**src/rtl/prach_hb2_int_ch.sv**
```systemverilog
// Halfband x2 interpolator for the TDM PRACH channel path: 4-tap FIR phase (dp1) and centre-tap phase (dp2).
// Optional output clamp on dp1 when PRACH_HB2_INT_SAT_EN is defined; default build wraps.
module prach_hb2_int_ch #(
    parameter int NUM_CHANNEL = 32,
    parameter int COE0        = -4249,
    parameter int COE1        = 37013
) (
    input  logic        clk,
    input  logic        rst_n,
    input  logic [15:0] din_dq,
    input  logic [7:0]  din_chn,
    input  logic        sync_in,
    output logic [15:0] dout_dp1,
    output logic [15:0] dout_dp2,
    output logic [7:0]  dout_chn,
    output logic        sync_out
);

    localparam int DL_LEN = 3 * NUM_CHANNEL;
    localparam logic signed [17:0] C0 = 18'(COE0);
    localparam logic signed [17:0] C1 = 18'(COE1);

    // x0 is taken straight from din_dq, so the stored line is 3*N words; the S1 x0 register is the extra word.
    logic signed [15:0] dl_q [DL_LEN];
    logic signed [15:0] dl_d [DL_LEN];

    logic signed [15:0] x0_q, x1_q, x2_q, x3_q;
    logic signed [15:0] x0_d, x1_d, x2_d, x3_d;
    logic signed [16:0] s03_q, s12_q, s03_d, s12_d;
    logic signed [34:0] p0_q, p1_q, p0_d, p1_d;
    logic signed [35:0] acc_q, acc_d;
    logic        [15:0] dp1_q, dp1_d;

    logic [4:0][15:0] dp2_q, dp2_d;
    logic [4:0][7:0]  chn_q, chn_d;
    logic [4:0]       sync_q, sync_d;

    always_comb begin
        dl_d[0] = din_dq;
        for (int unsigned k = 1; k < DL_LEN; k++) begin
            dl_d[k] = dl_q[k-1];
        end
    end

    // Delay line carries no reset so it can map to distributed RAM.
    always_ff @(posedge clk) begin
        for (int unsigned k = 0; k < DL_LEN; k++) begin
            dl_q[k] <= dl_d[k];
        end
    end

    always_comb begin
        x0_d   = din_dq;
        x1_d   = dl_q[NUM_CHANNEL-1];
        x2_d   = dl_q[2*NUM_CHANNEL-1];
        x3_d   = dl_q[3*NUM_CHANNEL-1];
        s03_d  = 17'(x0_q) + 17'(x3_q);
        s12_d  = 17'(x1_q) + 17'(x2_q);
        p0_d   = 35'(s03_q) * 35'(C0);
        p1_d   = 35'(s12_q) * 35'(C1);
        acc_d  = 36'(p0_q) + 36'(p1_q) + 36'sd32768;
        dp2_d  = {dp2_q[3:0], x1_d};
        chn_d  = {chn_q[3:0], din_chn};
        sync_d = {sync_q[3:0], sync_in};
`ifdef PRACH_HB2_INT_SAT_EN
        // acc[35:31] all equal means acc >>> 16 fits in int16.
        if ((acc_q[35:31] == 5'b00000) || (acc_q[35:31] == 5'b11111)) begin
            dp1_d = acc_q[31:16];
        end else if (acc_q[35]) begin
            dp1_d = 16'h8000;
        end else begin
            dp1_d = 16'h7fff;
        end
`else
        dp1_d = acc_q[31:16];
`endif
    end

    always_ff @(posedge clk) begin
        if (!rst_n) begin
            x0_q   <= '0;
            x1_q   <= '0;
            x2_q   <= '0;
            x3_q   <= '0;
            s03_q  <= '0;
            s12_q  <= '0;
            p0_q   <= '0;
            p1_q   <= '0;
            acc_q  <= '0;
            dp1_q  <= '0;
            dp2_q  <= '0;
            chn_q  <= '0;
            sync_q <= '0;
        end else begin
            x0_q   <= x0_d;
            x1_q   <= x1_d;
            x2_q   <= x2_d;
            x3_q   <= x3_d;
            s03_q  <= s03_d;
            s12_q  <= s12_d;
            p0_q   <= p0_d;
            p1_q   <= p1_d;
            acc_q  <= acc_d;
            dp1_q  <= dp1_d;
            dp2_q  <= dp2_d;
            chn_q  <= chn_d;
            sync_q <= sync_d;
        end
    end

    assign dout_dp1 = dp1_q;
    assign dout_dp2 = dp2_q[4];
    assign dout_chn = chn_q[4];
    assign sync_out = sync_q[4];

endmodule

```
**config.mk**
```make
export PLATFORM = sky130hd
export DESIGN_NAME = prach_hb2_int_ch
export DESIGN_NICKNAME = d
export VERILOG_FILES = /design/src/rtl/prach_hb2_int_ch.sv
export SDC_FILE = /design/constraint.sdc
export NUM_CORES = 2
export LEC_CHECK = 0
export BUFFER_PORTS_ARGS = -buffer_cell sky130_fd_sc_hd__buf_2
export CORE_UTILIZATION = 29
export DETAILED_ROUTE_END_ITERATION = 8
export PLACE_DENSITY = 0.53
export SETUP_SLACK_MARGIN = 0.4
export SLEW_MARGIN = 10
export SYNTH_ARGS = -nofsm -noshare
export SYNTH_HDL_FRONTEND = slang
export SYNTH_SLANG_ARGS = --single-unit
```
**constraint.sdc**
```tcl
create_clock -name clk -period 7.6 [get_ports clk]
set_input_delay 0.76 -clock clk [delete_from_list [all_inputs] [get_ports clk]]
set_output_delay 0.76 -clock clk [all_outputs]
set_load 0.1 [all_outputs]
```
==> key figures <==
Timing
  • Fmax: between 150 and 200 MHz
  • Slew headroom: 44.1%
  • Hold Fails Final Rpt: 0
  • Period utilisation layout: 76.5%
  • Worst-Margin Slew: 0.839 ns
  • RSZ-0062 raised after global routing: false
  • Skew final: 0.0257 ns
  • Setup TNS: 0 ns
  • # setup viols final: 0
  • Slew Limit Fails: 0
  • Tightest hold margin: 0.134 ns
  • Final min period: 5.81 ns

Floorplan
  • Total core area: 179000 um2
  • Starting density of the core: about 29%
  • Die Ht: 428 um
  • Die area: 183000 um2
  • # IOs: 68
  • Row count: 155
  • Chip width: 428 um

Placed design
  • Placed wire-length estimate: 59400 um
  • IO buf count: 67
  • Routability congestion estimate: 0.818

Synth
  • Post-synth EDFFs: 0
  • Mapped cell area: 52500 um2
  • Unique cell type count in the Yosys netlist: 69
  • YS warnings: 0
  • Synth Area per Inst: 14.0 um2
  • Seq/Total Area, Yosys: 70.0%
  • #FFs+latches synth: ~1.8k
  • Mapped Cells: 3742
  • Synth Flop Type: dfxtp_1
  • Asr flop ratio synth: 0%
  • Net Count, Synth: 4319

CTS
  • CTS max path bufs: 3
  • Clock Latency Late Sink: around 0.77 ns
  • Root buffer cell: clkbuf_16
  • # hold bufs at CTS: 0
  • Setup Fix Bufs, Post-CTS: 0
  • CTS clk-pin slew, worst paths: 0.06 ns
  • CTS tree: built
  • Sink Count: 1838
  • # resized after CTS: 0
  • H-tree depth: 4
  • Num CTS Buffers: 172

GRT
  • First-pass GRT wire length: approximately 140000 um
  • Grt ovf: 0
  • Antenna violations before repair: 3
  • Vias in the first global route: 25.5k
  • Largest net degree at the start of global routing: 89
  • Total track usage: 9.60%

Critical path
  • FF-to-FF setup slack: 1.79 ns
  • Crit. End Element: register
  • Crit path kind: reg2reg
  • R2R Path Start: s03_q[15]
  • Startpoint Class: register
  • Reg-to-reg critical path endpoint: p0_q[30]
  • Crit-path max FO: 7
  • WP data required: about 8.3 ns
  • Critical Path AT: 6.47 ns
  • Worst Reg-to-Reg Cells: 17

Min path
  • Hold EP: dl_q[0][1]
  • Worst hold path startpoint: din_dq[1]
  • Hold Path Class: in2reg
  • WHS Path Cells: 1

Layout
  • Share of cells above drive strength 1: 9.25%
  • Nets@finish: 4514
  • Area Overhead vs Synth: 17.1%
  • Util after Layout: 34.3%

Drt
  • Detailed-route wire length: 84800 um
  • Routed vias: roughly 24k
  • Routed Antenna Nets: 0
  • DRC errors left: 0
  • First-iteration detailed-routing DRC count: around 1k
  • Drt via density: 3.81
  • Wire length per cell: 13.2 um
  • Drt pass-1 iters: 6

Job
  • MaxCap Viol Count: 0

Run status
  • Outcome: finished clean

Power and ir drop
  • Pwr dens: 353 nW/um2
  • Leakage: 27.0 nW
  • Peak supply drop: 0.000241 V
-- cells in the final DEF, fill, tap and decap left out, drive strengths merged, types with 10 or more instances in the layout --
master  count
nand4      21
o21bai     12
a211oi     15
nor3       27
inv       358
ha        362
dfxtp    1838
nand2b     20
clkinv     30
nand3      19
xor2       29
xnor2      54
a21oi      97
mux2i      17
buf        73
a21o       43
nor2      104
nand2      72
and2      205
o21a       20
o211ai     16
bufinv     10
fa        188
and3       14
o21ai      58
clkbuf    252
-- cell type report --
class | instances | area [um2]
well taps | 2355 | 2950
multi-input cells | 1506 | 14300
flip-flops and latches | 1838 | 36800
repair buffers | 73 | 387
diodes | 1 | 2.50
clock buffers | 252 | 5110
fillers | 17400 | 118000
inverters | 346 | 1300
clock inverters | 60 | 729
-- synthesized netlist by cell type (21+ instances only) --
cell type  number  area (um2)
dfxtp_1      1838       36800
ha_1          362        4530
inv_1         346        1300
and2_1        205        1280
fa_1          188        3760
nor2_1        104         390
a21oi_1        96         480
nand2_1        72         270
o21ai_0        57         285
xnor2_1        54         473
clkbuf_1       44         165
a21o_1         43         323
xor2_1         29         254
nor3_1         27         135
nand4_1        21         131
-- layer usage --
metal	GRT usage (%)	vias up	routed length [um]
met5	0	-	0
met2	15.4	307	38700
li1	-	12400	-
met4	3.36	0	2010
met1	12.7	11700	41000
met3	2.22	145	3060
-- critical path: stages, from the launching register on --
cell       delay, ns
dfxtp_1         0.50
inv_1           0.16
ha_1            0.36
xnor2_1         0.28
fa_1            0.50
fa_1            0.55
inv_1           0.05
fa_1            0.53
inv_1           0.06
fa_1            0.56
fa_1            0.42
ha_1            0.41
a21o_1          0.25
a211oi_1        0.32
o211ai_1        0.13
o21ai_0         0.36
o2111ai_1       0.18
o311ai_1        0.12
-- worst max-delay path by stage --
stage               slack, ns  endpoint  startpoint  cells past startpoint
floorplan                1.81  p0_q[26]   s03_q[16]                     16
global placement         1.75  p0_q[26]   s03_q[15]                     17
detailed placement       1.73  p0_q[30]   s03_q[15]                     17
CTS                      1.72  p0_q[30]   s03_q[15]                     17
global route             1.36  p0_q[30]   s03_q[15]                     17
finish                   1.79  p0_q[30]   s03_q[15]                     17
-- logic make-up (layout without fill, tap and decap cells) --
family                   after synthesis  count (layout)  synth area share [%]
adder cells (fa/ha/maj)              550             550                  15.8
buffers and inverters                398             731                  2.85
multiplexers                          26              26                 0.517
AND/OR/NAND/NOR                      530             530                  5.48
flip-flops                          1838            1838                  70.0
other                                  0               1                     0
AO/OA/AOI/OAI                        317             317                  3.96
XOR/XNOR                              83              83                  1.38
-- flip-flops by register name (all words and copies together), names as in the netlist --
| signal | count |
|---|---|
| acc_q | 16 |
| chn_d | 32 |
| dl_q | 1536 |
| dout_chn | 8 |
| dout_dp1 | 16 |
| dout_dp2 | 16 |
| dp2_d | 48 |
| p0_q | 31 |
| p1_q | 32 |
| s03_q | 17 |
| s12_q | 17 |
| sync_q | 5 |
| x0_q | 16 |
| x1_q | 16 |
| x2_q | 16 |
| x3_q | 16 |
-- where the power goes --
part	switching [mW]	internal (mW)	leakage [nW]
logic	1.84	1.15	9.01
registers	0.161	10.0	15.2
clock network	3.52	5.04	2.86
-- through the flow --
stage          area, um2  power [mW]  instances  setup slack, ns
6_report           61500        21.7       6431             1.79
5_1_grt            61500        22.9       6430             1.36
4_1_cts            61500        22.1       6430             1.72
3_5_place_dp       55700        13.4       6118             1.73
3_3_place_gp       55700        13.5       6118             1.75
2_1_floorplan      52500        12.6       3742             1.81
Note: power is estimated with default switching activity, not from simulation.
